===== config.mk =====
export PLATFORM = sky130hd
export DESIGN_NAME = wbs_kdtree_bridge_flat
export DESIGN_NICKNAME = d
export VERILOG_FILES = /design/src/rtl/kdtree_wbs_pkg.sv /design/src/rtl/wbs_kdtree_bridge_if.sv /design/src/rtl/wbs_addr_decode.sv /design/src/rtl/wbs_kdtree_bridge.sv /design/src/flat_wrapper.sv
export SDC_FILE = /design/constraint.sdc
export NUM_CORES = 1
export LEC_CHECK = 0
export CAP_MARGIN = 20
export CORE_ASPECT_RATIO = 0.75
export CORE_MARGIN = 2
export CORE_UTILIZATION = 44
export DETAILED_ROUTE_END_ITERATION = 12
export GPL_ROUTABILITY_DRIVEN = 1
export PLACE_DENSITY = 0.78
export REMOVE_ABC_BUFFERS = 1
export SYNTH_ARGS = -nofsm -noshare
export SYNTH_HDL_FRONTEND = slang
export SYNTH_SLANG_ARGS = --single-unit

===== constraint.sdc =====
create_clock -name wb_clk_i -period 3 [get_ports wb_clk_i]
set_input_delay 0.3 -clock wb_clk_i [delete_from_list [all_inputs] [get_ports wb_clk_i]]
set_output_delay 0.3 -clock wb_clk_i [all_outputs]
set_load 0.1 [all_outputs]

===== src/rtl/kdtree_wbs_pkg.sv =====
// Shared types and constants for the KD-tree accelerator Wishbone bridge:
// region bases, CSR offsets, SRAM widths and the bus FSM states.
package kdtree_wbs_pkg;

  localparam int unsigned MEM_DW  = 64;
  localparam int unsigned NODE_DW = 22;

  localparam logic [15:0] BaseRegs  = 16'h3000;
  localparam logic [15:0] BaseQuery = 16'h3001;
  localparam logic [15:0] BaseLeaf  = 16'h3002;
  localparam logic [15:0] BaseBest  = 16'h3003;
  localparam logic [15:0] BaseNode  = 16'h3004;

  localparam logic [15:0] OffMode  = 16'h0000;
  localparam logic [15:0] OffDebug = 16'h0004;
  localparam logic [15:0] OffDone  = 16'h0008;
  localparam logic [15:0] OffStart = 16'h000C;
  localparam logic [15:0] OffBusy  = 16'h0010;

  // Bit positions inside the packed per-window chip-select vector.
  localparam int unsigned CsbQuery = 0;
  localparam int unsigned CsbLeaf  = 1;
  localparam int unsigned CsbNode  = 2;
  localparam int unsigned CsbBest  = 3;

  typedef enum logic [2:0] {
    RgnRegs, RgnQuery, RgnLeaf, RgnBest, RgnNode, RgnNone
  } region_e;

  typedef enum logic [2:0] {
    CsrMode, CsrDebug, CsrDone, CsrStart, CsrBusy, CsrNone
  } csr_e;

  typedef enum logic [1:0] {
    StIdle, StAccess, StRdWait, StAck
  } state_e;

endpackage


===== src/rtl/wbs_kdtree_bridge_if.sv =====
// Wishbone classic bus bundle between the Caravel port and the KD-tree bridge.
interface wbs_kdtree_bridge_if;
  logic        cyc;
  logic        stb;
  logic        we;
  logic [3:0]  sel;
  logic [31:0] adr;
  logic [31:0] wdata;
  logic [31:0] rdata;
  logic        ack;

  modport master (output cyc, stb, we, sel, adr, wdata, input rdata, ack);
  modport slave  (input cyc, stb, we, sel, adr, wdata, output rdata, ack);
endinterface


===== src/rtl/wbs_addr_decode.sv =====
// Combinational split of a Wishbone byte address into region, CSR, entry index
// and 32-bit half (adr[1]) for the KD-tree bridge.
module wbs_addr_decode
  import kdtree_wbs_pkg::*;
#(
  parameter int unsigned MEM_AW = 13
) (
  input  logic [31:0]       adr_i,
  output region_e           region_o,
  output csr_e              csr_o,
  output logic              upper_o,
  output logic [MEM_AW-1:0] index_o
);

  always_comb begin
    region_o = RgnNone;
    case (adr_i[31:16])
      BaseRegs:  region_o = RgnRegs;
      BaseQuery: region_o = RgnQuery;
      BaseLeaf:  region_o = RgnLeaf;
      BaseBest:  region_o = RgnBest;
      BaseNode:  region_o = RgnNode;
      default:   region_o = RgnNone;
    endcase
  end

  always_comb begin
    csr_o = CsrNone;
    case (adr_i[15:0])
      OffMode:  csr_o = CsrMode;
      OffDebug: csr_o = CsrDebug;
      OffDone:  csr_o = CsrDone;
      OffStart: csr_o = CsrStart;
      OffBusy:  csr_o = CsrBusy;
      default:  csr_o = CsrNone;
    endcase
  end

  assign upper_o = adr_i[1];
  assign index_o = adr_i[MEM_AW+1:2];

endmodule


===== src/rtl/wbs_kdtree_bridge.sv =====
// Wishbone slave front end of the KD-tree ANN accelerator: CSRs plus query/leaf/best/node
// SRAM windows. Defining WBS_ERR_FLAG_EN adds a sticky error flag at DEBUG[31].
module wbs_kdtree_bridge
  import kdtree_wbs_pkg::*;
#(
  parameter int unsigned MEM_AW = 13,
  parameter int unsigned RD_LAT = 1
) (
  input  logic                 wb_clk_i,
  input  logic                 wb_rst_i,
  wbs_kdtree_bridge_if.slave   wbs,
  output logic [MEM_AW-1:0]    mem_addr,
  output logic [MEM_DW-1:0]    mem_wdata,
  output logic                 mem_web,
  output logic                 query_csb,
  output logic                 leaf_csb,
  output logic                 node_csb,
  output logic                 best_csb,
  input  logic [MEM_DW-1:0]    best_rdata,
  output logic                 mode_o,
  output logic                 debug_o,
  output logic                 fsm_start_o,
  input  logic                 fsm_done_i,
  input  logic                 fsm_busy_i
);

  localparam int unsigned CntW = 2;

  region_e           region;
  csr_e              csr;
  logic              upper;
  logic [MEM_AW-1:0] index;

  wbs_addr_decode #(.MEM_AW(MEM_AW)) u_decode (
    .adr_i    (wbs.adr),
    .region_o (region),
    .csr_o    (csr),
    .upper_o  (upper),
    .index_o  (index)
  );

  state_e              state_q, state_d;
  logic [CntW-1:0]     cnt_q, cnt_d;
  logic                abort_q, abort_d;
  logic                ack_q, ack_d;
  logic [31:0]         dat_q, dat_d;
  logic                mode_q, mode_d, debug_q, debug_d, start_q, start_d;
  logic [31:0]         lo_hold_q, lo_hold_d;
  logic [MEM_DW-1:0]   rd_hold_q, rd_hold_d;
  logic [MEM_AW-1:0]   addr_q, addr_d;
  logic [MEM_DW-1:0]   wdata_q, wdata_d;
  logic                web_q, web_d;
  logic [3:0]          csb_q, csb_d;
`ifdef WBS_ERR_FLAG_EN
  logic                err_q, err_d, lo_valid_q, lo_valid_d;
`endif

  logic req, is_qlf, lo_write, hi_write, node_write, best_lo_read;
  logic [31:0] rd_data;
  logic unused_sel;

  assign req          = wbs.cyc & wbs.stb;
  assign is_qlf       = (region == RgnQuery) | (region == RgnLeaf);
  assign lo_write     = is_qlf & wbs.we & ~upper;
  assign hi_write     = is_qlf & wbs.we & upper;
  assign node_write   = (region == RgnNode) & wbs.we;
  assign best_lo_read = (region == RgnBest) & ~wbs.we & ~upper;
  assign unused_sel   = ^wbs.sel;

  // Read data for every single-cycle access; writes and write-only/unmapped targets give 0.
  always_comb begin
    rd_data = '0;
    if (!wbs.we) begin
      case (region)
        RgnRegs: begin
          case (csr)
            CsrMode:  rd_data[0] = mode_q;
            CsrDebug: begin
              rd_data[0] = debug_q;
`ifdef WBS_ERR_FLAG_EN
              rd_data[31] = err_q;
`endif
            end
            CsrDone:  rd_data[0] = fsm_done_i;
            CsrBusy:  rd_data[0] = fsm_busy_i;
            default:  ;
          endcase
        end
        RgnBest: if (upper) rd_data = rd_hold_q[63:32];
        default: ;
      endcase
    end
  end

  always_comb begin
    state_d   = state_q;
    cnt_d     = cnt_q;
    abort_d   = abort_q;
    ack_d     = 1'b0;
    dat_d     = '0;
    mode_d    = mode_q;
    debug_d   = debug_q;
    start_d   = 1'b0;
    lo_hold_d = lo_hold_q;
    rd_hold_d = rd_hold_q;
    addr_d    = addr_q;
    wdata_d   = wdata_q;
    web_d     = 1'b1;
    csb_d     = '1;
`ifdef WBS_ERR_FLAG_EN
    err_d      = err_q;
    lo_valid_d = lo_valid_q;
`endif
    unique case (state_q)
      StIdle: begin
        // SRAM strobes are registered here so they are live for exactly the ACCESS cycle.
        if (req) begin
          state_d = StAccess;
          addr_d  = index;
          if (hi_write) begin
            wdata_d = {wbs.wdata, lo_hold_q};
            web_d   = 1'b0;
            if (region == RgnLeaf) csb_d[CsbLeaf] = 1'b0;
            else                   csb_d[CsbQuery] = 1'b0;
          end else if (node_write) begin
            wdata_d        = MEM_DW'(wbs.wdata[NODE_DW-1:0]);
            web_d          = 1'b0;
            csb_d[CsbNode] = 1'b0;
          end else if (best_lo_read) begin
            csb_d[CsbBest] = 1'b0;
          end
        end
      end
      StAccess: begin
        if (lo_write) lo_hold_d = wbs.wdata;
        if (wbs.we && region == RgnRegs) begin
          case (csr)
            CsrMode:  mode_d = wbs.wdata[0];
            CsrDebug: begin
              debug_d = wbs.wdata[0];
`ifdef WBS_ERR_FLAG_EN
              if (wbs.wdata[31]) err_d = 1'b0;
`endif
            end
            CsrStart: start_d = wbs.wdata[0];
            default:  ;
          endcase
        end
`ifdef WBS_ERR_FLAG_EN
        if (region == RgnNone) err_d = 1'b1;
        if (lo_write) lo_valid_d = 1'b1;
        if (hi_write) begin
          if (!lo_valid_q) err_d = 1'b1;
          lo_valid_d = 1'b0;
        end
`endif
        if (best_lo_read) begin
          state_d = StRdWait;
          cnt_d   = '0;
          abort_d = 1'b0;
        end else begin
          state_d = StAck;
          ack_d   = 1'b1;
          dat_d   = rd_data;
        end
      end
      StRdWait: begin
        // The read always completes into rd_hold; a dropped request only suppresses the ack.
        if (cnt_q == CntW'(RD_LAT - 1)) begin
          rd_hold_d = best_rdata;
          if (abort_q || !req) begin
            state_d = StIdle;
          end else begin
            state_d = StAck;
            ack_d   = 1'b1;
            dat_d   = best_rdata[31:0];
          end
        end else begin
          cnt_d   = cnt_q + 1'b1;
          abort_d = abort_q | ~req;
        end
      end
      StAck:   state_d = StIdle;
      default: state_d = StIdle;
    endcase
  end

  always_ff @(posedge wb_clk_i) begin
    if (wb_rst_i) begin
      state_q   <= StIdle;
      cnt_q     <= '0;
      abort_q   <= 1'b0;
      ack_q     <= 1'b0;
      dat_q     <= '0;
      mode_q    <= 1'b0;
      debug_q   <= 1'b0;
      start_q   <= 1'b0;
      lo_hold_q <= '0;
      rd_hold_q <= '0;
      addr_q    <= '0;
      wdata_q   <= '0;
      web_q     <= 1'b1;
      csb_q     <= '1;
`ifdef WBS_ERR_FLAG_EN
      err_q      <= 1'b0;
      lo_valid_q <= 1'b0;
`endif
    end else begin
      state_q   <= state_d;
      cnt_q     <= cnt_d;
      abort_q   <= abort_d;
      ack_q     <= ack_d;
      dat_q     <= dat_d;
      mode_q    <= mode_d;
      debug_q   <= debug_d;
      start_q   <= start_d;
      lo_hold_q <= lo_hold_d;
      rd_hold_q <= rd_hold_d;
      addr_q    <= addr_d;
      wdata_q   <= wdata_d;
      web_q     <= web_d;
      csb_q     <= csb_d;
`ifdef WBS_ERR_FLAG_EN
      err_q      <= err_d;
      lo_valid_q <= lo_valid_d;
`endif
    end
  end

  assign wbs.ack     = ack_q;
  assign wbs.rdata   = dat_q;
  assign mem_addr    = addr_q;
  assign mem_wdata   = wdata_q;
  assign mem_web     = web_q;
  assign query_csb   = csb_q[CsbQuery];
  assign leaf_csb    = csb_q[CsbLeaf];
  assign node_csb    = csb_q[CsbNode];
  assign best_csb    = csb_q[CsbBest];
  assign mode_o      = mode_q;
  assign debug_o     = debug_q;
  assign fsm_start_o = start_q;

endmodule

===== src/flat_wrapper.sv =====
// flat-port wrapper written by rule: the top's interface ports become plain ports
module wbs_kdtree_bridge_flat import kdtree_wbs_pkg::*;
#(
  parameter int unsigned MEM_AW = 13,
  parameter int unsigned RD_LAT = 1
)
  (wb_clk_i, wb_rst_i, mem_addr, mem_wdata, mem_web, query_csb, leaf_csb, node_csb, best_csb, best_rdata, mode_o, debug_o, fsm_start_o, fsm_done_i, fsm_busy_i, wbs_cyc, wbs_stb, wbs_we, wbs_sel, wbs_adr, wbs_wdata, wbs_rdata, wbs_ack);
  wbs_kdtree_bridge_if wbs_i ();
  input  logic wb_clk_i;
  input  logic wb_rst_i;
  output logic [MEM_AW-1:0] mem_addr;
  output logic [MEM_DW-1:0] mem_wdata;
  output logic mem_web;
  output logic query_csb;
  output logic leaf_csb;
  output logic node_csb;
  output logic best_csb;
  input  logic [MEM_DW-1:0] best_rdata;
  output logic mode_o;
  output logic debug_o;
  output logic fsm_start_o;
  input  logic fsm_done_i;
  input  logic fsm_busy_i;
  input wire logic [$bits(wbs_i.cyc)-1:0] wbs_cyc;
  input wire logic [$bits(wbs_i.stb)-1:0] wbs_stb;
  input wire logic [$bits(wbs_i.we)-1:0] wbs_we;
  input wire logic [$bits(wbs_i.sel)-1:0] wbs_sel;
  input wire logic [$bits(wbs_i.adr)-1:0] wbs_adr;
  input wire logic [$bits(wbs_i.wdata)-1:0] wbs_wdata;
  output wire logic [$bits(wbs_i.rdata)-1:0] wbs_rdata;
  output wire logic [$bits(wbs_i.ack)-1:0] wbs_ack;
  assign wbs_i.cyc = wbs_cyc;
  assign wbs_i.stb = wbs_stb;
  assign wbs_i.we = wbs_we;
  assign wbs_i.sel = wbs_sel;
  assign wbs_i.adr = wbs_adr;
  assign wbs_i.wdata = wbs_wdata;
  assign wbs_rdata = wbs_i.rdata;
  assign wbs_ack = wbs_i.ack;
  wbs_kdtree_bridge #(.MEM_AW(MEM_AW), .RD_LAT(RD_LAT)) u_core (.wb_clk_i(wb_clk_i), .wb_rst_i(wb_rst_i), .wbs(wbs_i), .mem_addr(mem_addr), .mem_wdata(mem_wdata), .mem_web(mem_web), .query_csb(query_csb), .leaf_csb(leaf_csb), .node_csb(node_csb), .best_csb(best_csb), .best_rdata(best_rdata), .mode_o(mode_o), .debug_o(debug_o), .fsm_start_o(fsm_start_o), .fsm_done_i(fsm_done_i), .fsm_busy_i(fsm_busy_i));
endmodule

Word level (Yosys, flattened, before mapping). Cells that the tools add are included.

Div/mod/pow operators: 0. Equal/unequal tests: 24. Multipliers: 0. Reductions and logical operators: 23. Shift operators: 0. Multiplexer cells: 32. Bitwise logic cells: 17. Order comparisons: 0. Add/sub/neg operators: 1.

Operator list (number): 32-bit two-way mux (5); 64-bit two-way mux (2); 16-bit by 14-bit equality test with 1-bit output (second input constant) (5); 32-bit case mux with 2 select lines (1); 16-bit by 4-bit equality test with 1-bit output (second input constant) (2); 31-bit two-way mux (1); 3-bit case mux with 5 select lines (2); 16-bit by 3-bit equality test with 1-bit output (second input constant) (1); 16-bit by 5-bit equality test with 1-bit output (second input constant) (1); 16-bit logical NOT (1); 3-bit by 2-bit equality test with 1-bit output (second input constant) (4); 3-bit AND reduction (4); 4-bit OR reduction (3); 1-bit two-way mux (10); 2-bit two-way mux (5); 1-bit inverter (8); 2-bit case mux with 4 select lines (1); 2-bit AND reduction (4); 1-bit bitwise AND (7); 3-bit by 1-bit equality test with 1-bit output (second input constant) (2); 3-bit equality test (second input constant) (2); 3-bit logical NOT (2); 2-bit by 1-bit inequality test with 1-bit output (second input constant) (3); 1-bit case mux with 2 select lines (3); 14 further kinds (18).

Memories kept: 0. Bits in writable memories: 0. Latch bits: 0. Register bits after elaboration: 219. Memory bits (read-only): 0. Input bits: 139.

Longest topological paths before layout. Gate-level depths: netlist of the first run.

Depth after elaboration: 8. Mapped depth: 11. Gate-level depth less buffers: 7.

Modules after synthesis. A second synthesis of the first run with hierarchy kept.

Cells, all modules: 762. Area, all modules: 6941.7 um^2.

By module, submodules not included: wbs_kdtree_bridge (seq. area each 3743.6 um^2, instances 1, area an instance 6697.7 um^2, cells an instance 728); wbs_addr_decode (seq. area each 0.0 um^2, instances 1, area an instance 244.0 um^2, cells an instance 34).

Worst setup path before layout of the first run. No wires, ideal clock.

Path type: reg-to-reg. Start: register u_core.state_q[0]. End: register u_core.wdata_q[22] (netlist: u_core.mem_wdata[22]). Required time: 2.882 ns. Arrival: 2.251 ns. Setup slack: 0.632 ns. Stages on the path, launching flop included: 12. Path through: dfxtp_1 inv_1 ha_1 and3_1 clkbuf_1 nand2_1 or4_1 clkbuf_1 and3b_1 buf_6 buf_6 a22o_1.

Longest elaborated chain between the ends: 2.

RTL lines: from (decl) (line wbs_kdtree_bridge.sv:42) `state_e state_q, state_d;`; from (signal assigned) (line wbs_kdtree_bridge.sv:190) `state_q <= StIdle;`; from (signal assigned) (line wbs_kdtree_bridge.sv:209) `state_q <= state_d;`; 2-bit logical NOT (line wbs_kdtree_bridge.sv:114) `unique case (state_q)`; 3-bit AND reduction (no source line); to (signal assigned) (line wbs_kdtree_bridge.sv:220) `wdata_q <= wdata_d;`; to (decl) (line wbs_kdtree_bridge.sv:51) `logic [MEM_DW-1:0] wdata_q, wdata_d;`.

Every way passes these cells. A chain may end at the register's enable or synchronous reset.

Worst setup path in the final report of the first run.
Start: register u_core.state_q[1]. End: register u_core.wdata_q[28] (netlist: u_core.mem_wdata[28]).

The elaborated chain is that of the path after synthesis.

==> results of run 1 <==
-- cell type report --
class | count | area share [%]
flip-flops and latches | 187 | 37.3
multi-input cells | 527 | 28.4
repair buffers | 272 | 25.4
clock buffers | 19 | 4.51
well taps | 205 | 2.56
clock inverters | 13 | 1.51
inverters | 10 | 0.374
-- worst reg2reg max path, delay by kind of cell (launching register included) --
kind	cells	cell delay, ns
compound gates	1	0.28
fa+ha+maj	1	0.21
buf+inv	2	0.31
flops	1	0.33
simple gates	4	1.13
-- layout by cell type, fill, tap and decap left out, types with 2 or more instances in the layout --
| cell | synthesis | routed |
|---|---|---|
| clkdlybuf4s50_1 | 0 | 196 |
| dfxtp_1 | 187 | 187 |
| nand2_1 | 168 | 168 |
| nor2_1 | 86 | 86 |
| a21oi_1 | 83 | 83 |
| buf_4 | 1 | 75 |
| a22o_1 | 42 | 42 |
| a22oi_1 | 31 | 31 |
| nor3_1 | 29 | 26 |
| o21bai_1 | 22 | 22 |
| clkbuf_16 | 0 | 17 |
| inv_1 | 9 | 9 |
| nand3_1 | 7 | 7 |
| nand4_1 | 6 | 6 |
| ha_1 | 5 | 5 |
| inv_8 | 0 | 5 |
| nor4_1 | 4 | 4 |
| nor4_4 | 2 | 3 |
| or4_1 | 3 | 3 |
| and3b_1 | 3 | 3 |
| nor3_2 | 0 | 3 |
| nand3b_1 | 3 | 3 |
| clkinv_4 | 0 | 3 |
| or3_1 | 2 | 2 |
| nand2b_1 | 2 | 2 |
| mux2i_1 | 2 | 2 |
| a31o_2 | 2 | 2 |
| o2bb2ai_1 | 2 | 2 |
| clkbuf_8 | 0 | 2 |
| inv_6 | 0 | 2 |
-- logic make-up after synthesis --
family,Yosys count
simple gates,324
mux,2
compound gates,194
xor+xnor,1
buf+inv,69
flops,187
fa+ha+maj,6
-- sequential cells by signal, summed over array words and instances (netlist names), 2 cells and up --
register,cells
u_core.wbs.rdata,32
u_core.rd_hold_q,32
u_core.mem_addr,13
u_core.cnt_q,2
u_core.lo_hold_q,32
u_core.mem_wdata,64
u_core.state_q,2
u_core.csb_q,4
-- through the flow --
step / power (mW) / hold WS [ns] / TNS [ns]
6_report: 5.51 / 0.359 / 0
3_3_place_gp: 3.29 / 0.437 / 0
2_1_floorplan: 2.94 / 0.369 / -26.26
4_1_cts: 5.55 / 0.361 / 0
5_1_grt: 5.73 / 0.376 / 0
3_5_place_dp: 3.29 / 0.443 / 0
-- power breakdown --
group          internal (mW)  switching, mW
registers               2.53         0.0282
clock network           1.23           1.04
logic                  0.282          0.395
-- per-layer routing --
metal  global-route usage (%)  vias up  wire (µm)
met5                        0        -          0
met2                     37.2      221       8950
met1                     30.0     2926       8610
met3                     5.93       29       1400
li1                         -     3147          -
met4                     8.44        0        372
-- how the worst max path moves through the flow --
stage	end	slack, ns	cells past startpoint
floorplan	u_core.wbs.rdata[0]	-0.59	7
global placement	u_core.mem_wdata[29]	0.34	7
detailed placement	u_core.mem_wdata[42]	0.28	7
CTS	u_core.mem_wdata[28]	0.63	8
global route	u_core.mem_wdata[25]	0.55	8
finish	u_core.mem_wdata[28]	0.63	8
==> results.md, run 1 <==
- WL/cell: 15.7 µm
- Finished Cell Area: 10000 µm²
- Hold path depth: 2
- Compound-cell area share of the yosys netlist: 19.1%
- Flip-flop and latch count after synthesis: 187
- Final Cycle Share: 78.9%
- Gr usage total: 23.1%
- Setup ws final: 0.633 ns
- Fmax: 0.422 GHz
- GPL Wtd Cong: 0.810
- Synth top area share: 54.5%
- Min cycle time layout: 2.37 ns
- RSZ-0062 raised after global routing: false
- Largest net degree at the start of global routing: 58
- Final wirelength: 19300 µm
- CP Cell Sequence: inv_1 -> ha_1 -> and3_1 -> nand2_1 -> or4_1 -> and3b_1 -> buf_12 -> a22o_1
- CTS tree: done
- Worst Setup Start Kind: flip-flop
- Mapped Area: 6870 µm²
- Die height: 112 µm
- Fraction of registers with async set/reset: 0%
- Critical path class: flip-flop to flip-flop
- YS warnings: 0
- R2R Setup Slk: 0.63 ns
- Synth unique cells: 50
- Largest family of logic cells by synthesized area: simple AND/OR/NAND/NOR gates
- Initial DRC Count: 321
- Initial antenna violation count: 0
- Worst Skew: 0.0123 ns
- Post-synth EDFFs: 0
- Top cell type by total area after synthesis: dfxtp_1
- Total number of vias: 6323
- I/O Buffers: 252
- Fraction of layout cells with a size suffix above 1: 11.8%
- CTS hold repair buffers: 0
- Clock insertion delay at the later pin of the skew report: 0.43 ns
- HPWL Detailed: 13300 µm
- Crit end category: flip-flop
- R2R Path Start: u_core.state_q[1]
- Cell family with most CP delay: simple AND/OR/NAND/NOR gates
- Final ANT Viol Nets: 0
- CTS Buf Count: 17
- Area contributors post-synth: dfxtp_1 (55%), nand2_1 (9.2%), a21oi_1 (6.0%)
- DIE WIDTH: 148 µm
- Reg2reg end: u_core.mem_wdata[28]
- Synth Area in Simple Gates: 20.6%
- Main synth FF type: dfxtp_1
- Worst rel slew slack: 31.6%
- CP Buf/Inv Count: 2
- Antenna cell count: 0
- Postcts setup bufs: 0
- Core ar.: 15200 µm²
- Adder-cell area share of the yosys netlist: 1.06%
- Final instance count without filler cells: 1233
- Die area: 16600 µm²
- CP required: 3.31 ns
- Outcome: finished clean
- Cell Count Post-Placement: 1201
- Worst hold path class: input pin to flip-flop
- Register area: 3740 µm²
- Part of the Yosys area used for sequential elements: 54.5%
- Worst-Margin Slew: 1.02 ns
- VDD IR max: 0.000372 V
- Multiplexer area fraction after synthesis: 0.292%
- Row count: 39
- Vias in the first global route: 6049
- PD cells: 549 nW/µm²
- Vias per cell: 5.13
- Hold path startpoint: wb_rst_i
- First-pass GRT wire length: 30700 µm
- Critical path launch point: u_core.state_q[1]
- Clock slew at reported path FFs: 0.07 ns
- Leakage: 3.67 nW
- DRT Pass-1 Iters: 5
- Root buffer cell: clkbuf_16
- Final #Nets: 1159
- Max Buffers Root-to-Sink: 2
- Hold EP: u_core.lo_hold_q[4]
- Clk sinks: 187
- Grt total ovfl: 0
- Syn Inst Count: 783
- Final Hold Fails: 0
- Most frequent cell after synthesis: dfxtp_1
- Crit-path max FO: 42
- Max-cap viol count: 0
- Top cells by count, synth: dfxtp_1 (187), nand2_1 (168), nor2_1 (86)
- # setup viols final: 0
- Worst R2R Path Depth: 8
- Io pins: 257
- CP Data Arrival Time: 2.68 ns
- Slew Limit Fails: 0
- Xor/xnor cell area share of the yosys netlist: 0.128%
- Footprint of the multi-input gates: 2850 µm²
- Final Util: 65.9%
- Initial Util: 45.1%
- CP peak stage delay: 0.56 ns
- Syn_area_per_cell: 8.77 µm²
- DRC errors left: 0
- Fillers: 1271
- Post-DP Area: 9430 µm²
- # H-tree levels: 4
- Post-synthesis to final-layout area growth: 46.2%
- Pre-CTS WS: 0.278 ns
- Slowest-stage cell, CP: or4_1
- CTS resizes: 0
Power figures use the tool's default switching activity.
==> run 2, diff against run 1 <==
CORE_UTILIZATION = 40   (was 44)
PLACE_DENSITY = 0.74   (was 0.78)
clock period = 1.9 ns   (was 3 ns; I/O delays follow)
==> run 2 against run 1 <==
Effect of this change: the run now ends with setup timing left; worst hold slack worse by 0.15 ns; critical path depth unchanged; sequential power up 58%; die area up 9.7%; total power up 64%; worst setup slack worse by 0.87 ns; clock-buffer cell count down 2; clock power up 65%; non-clock buffer count up 41; routed wire length up 8.1%.
==> results.md, run 2 (synthesized netlist as in run 1, its figures left out) <==
- Outcome: finished with violations
- Violated checks: setup timing
- Final Cycle Share: 113%
- Total number of vias: 6553 (+3.6%)
- Vias in the first global route: 6151 (+1.7%)
- CP peak stage delay: 0.51 ns (-0.05 ns)
- Max-cap viol count: 0 (unchanged)
- Vias per cell: 5.11 (-0.32%)
- Final Hold Fails: 0 (unchanged)
- CP Buf/Inv Count: 3 (+1)
- Largest net degree at the start of global routing: 54 (-6.9%)
- Die height: 117 µm (+4.7%)
- Initial antenna violation count: 0 (unchanged)
- Core ar.: 16800 µm² (+11%)
- Clock insertion delay at the later pin of the skew report: 0.43 ns (about the same)
- Min cycle time layout: 2.14 ns
- RSZ-0062 raised after global routing: true
- Grt total ovfl: 0 (unchanged)
- Worst rel slew slack: 72.3% (+41 points)
- Initial Util: 40.8% (-4.3 points)
- Critical path class: input pin to flip-flop
- Worst Skew: 0.0110 ns (-0.00129 ns)
- CP required: 2.22 ns (-1.09 ns)
- Post-synthesis to final-layout area growth: 53.0%
- Gr usage total: 22.1% (-0.96 points)
- Setup ws final: -0.241 ns (-0.874 ns)
- Row count: 41 (+5.1%)
- Commonest non-fill, non-tap cell in the layout: dfxtp_1
- R2R Setup Slk: -0.22 ns (-0.85 ns)
- Cell family with most CP delay: simple AND/OR/NAND/NOR gates
- Max Buffers Root-to-Sink: 2 (unchanged)
- Slowest-stage cell, CP: or4_4
- Worst hold path class: input pin to flip-flop
- Antenna cell count: 0 (unchanged)
- Cell Count Post-Placement: 1239 (+3.2%)
- Io pins: 257 (unchanged)
- CTS hold repair buffers: 0 (unchanged)
- DRC errors left: 0 (unchanged)
- GPL Wtd Cong: 0.821 (+1.3%)
- Final instance count without filler cells: 1282 (+4.0%)
- VDD IR max: 0.000550 V (+48%)
- TNS Setup: -7.92 ns (-7.92 ns)
- PD cells: 862 nW/µm² (+57%)
- Final Util: 62.5% (-3.5 points)
- Crit-path max FO: 11 (-74%)
- DIE WIDTH: 155 µm (+4.7%)
- Final #Nets: 1200 (+3.5%)
- Clock slew at reported path FFs: 0.07 ns (about the same)
- Max reg flops: 64 (unchanged)
- CP Data Arrival Time: 2.46 ns (-0.22 ns)
- Clk sinks: 187 (unchanged)
- Worst Setup Start Kind: input pin
- Worst-Margin Slew: 0.415 ns (-0.608 ns)
- Crit end category: flip-flop
- Initial DRC Count: 428 (+33%)
- CTS tree: done
- First-pass GRT wire length: 32300 µm (+5.2%)
- # setup viols final: 42 (+42)
- Slew Limit Fails: 0 (unchanged)
- Fmax: 0.467 GHz
- I/O Buffers: 252 (unchanged)
- CTS Buf Count: 17 (unchanged)
- Fraction of layout cells with a size suffix above 1: 22.3% (+11 points)
- # H-tree levels: 4 (unchanged)
- Die area: 18200 µm² (+9.7%)
- DRT Pass-1 Iters: 5 (unchanged)
- Leakage: 4.13 nW (+12%)
- HPWL Detailed: 13700 µm (+3.3%)
- Final wirelength: 20900 µm (+8.1%)
- Final ANT Viol Nets: 0 (unchanged)
- Root buffer cell: clkbuf_16
- WL/cell: 16.3 µm (+4.0%)
- CP Cell Sequence: clkdlybuf4s50_1 -> or3b_4 -> o22a_1 -> or4_4 -> and3b_4 -> buf_6 -> buf_16 -> a22o_1
- Commonest cells after routing, fill and taps aside: dfxtp_1 (186), nand2_1 (167), buf_4 (162)
-- run 2: metal layers --
metal  global-route usage, %  up-vias  part of all wire [%]
met4                    7.86        0                   2.0
met5                       0        -                     0
met3                    5.71       27                   7.1
met1                    30.4     3058                    46
li1                        -     3229                     -
met2                    33.6      239                    45
-- run 2: path summary, 6_finish.rpt --
check,startpoint,end,cells past startpoint
setup / recovery,wbs_adr[19],u_core.mem_wdata[36],8
hold / removal,wb_rst_i,u_core.mem_addr[7],2
setup reg to reg,u_core.state_q[0],u_core.mem_wdata[36],9
hold reg to reg,u_core.lo_hold_q[30],u_core.lo_hold_q[30],2
-- run 2: through the flow --
stage / worst slack [ns] / hold WS [ns] / power, mW / instance area [µm²]
floorplan: -1.69 / 0.259 / 4.64 / 6600
global placement: -0.583 / 0.438 / 5.28 / 9600
detailed placement: -0.646 / 0.444 / 5.28 / 9600
CTS: -0.225 / 0.188 / 9.09 / 10400
global route: -0.292 / 0.196 / 9.39 / 10500
finish: -0.241 / 0.208 / 9.05 / 10500
-- run 2: worst register-to-register path: stages, from the launching register on --
cell and delay [ns]:
dfxtp_1 0.32, inv_2 0.08, ha_4 0.14, and3_4 0.19
nand2_4 0.06, or4_4 0.48, and3b_4 0.23, buf_6 0.15
buf_16 0.15, a22o_1 0.23
-- run 2: cell type report --
cell class	instances	area (µm²)
Fill cell	1438	6320
Sequential cell	187	3740
Multi-Input combinational cell	527	2940
Timing Repair Buffer	313	2910
Clock buffer	17	425
Tap cell	215	269
Clock inverter	13	189
Inverter	10	37.5
-- run 2: repair_timing --
| action | CTS | global route |
|---|---|---|
| endpoints found under the setup margin | 64 | 75 |
| pin swaps | 18 | 12 |
| resized for setup | 21 | 12 |
| gates cloned | 4 | 2 |
| endpoints found under the hold margin | 0 | 0 |
| buffers inserted | 5 | 3 |
-- run 2: where the power goes --
group | internal, mW | switching, mW | leakage [nW]
registers | 4.00 | 0.0422 | 1.51
clock network | 2.21 | 1.54 | 0.302
logic | 0.584 | 0.682 | 2.31
total | 6.79 | 2.26 | 4.13
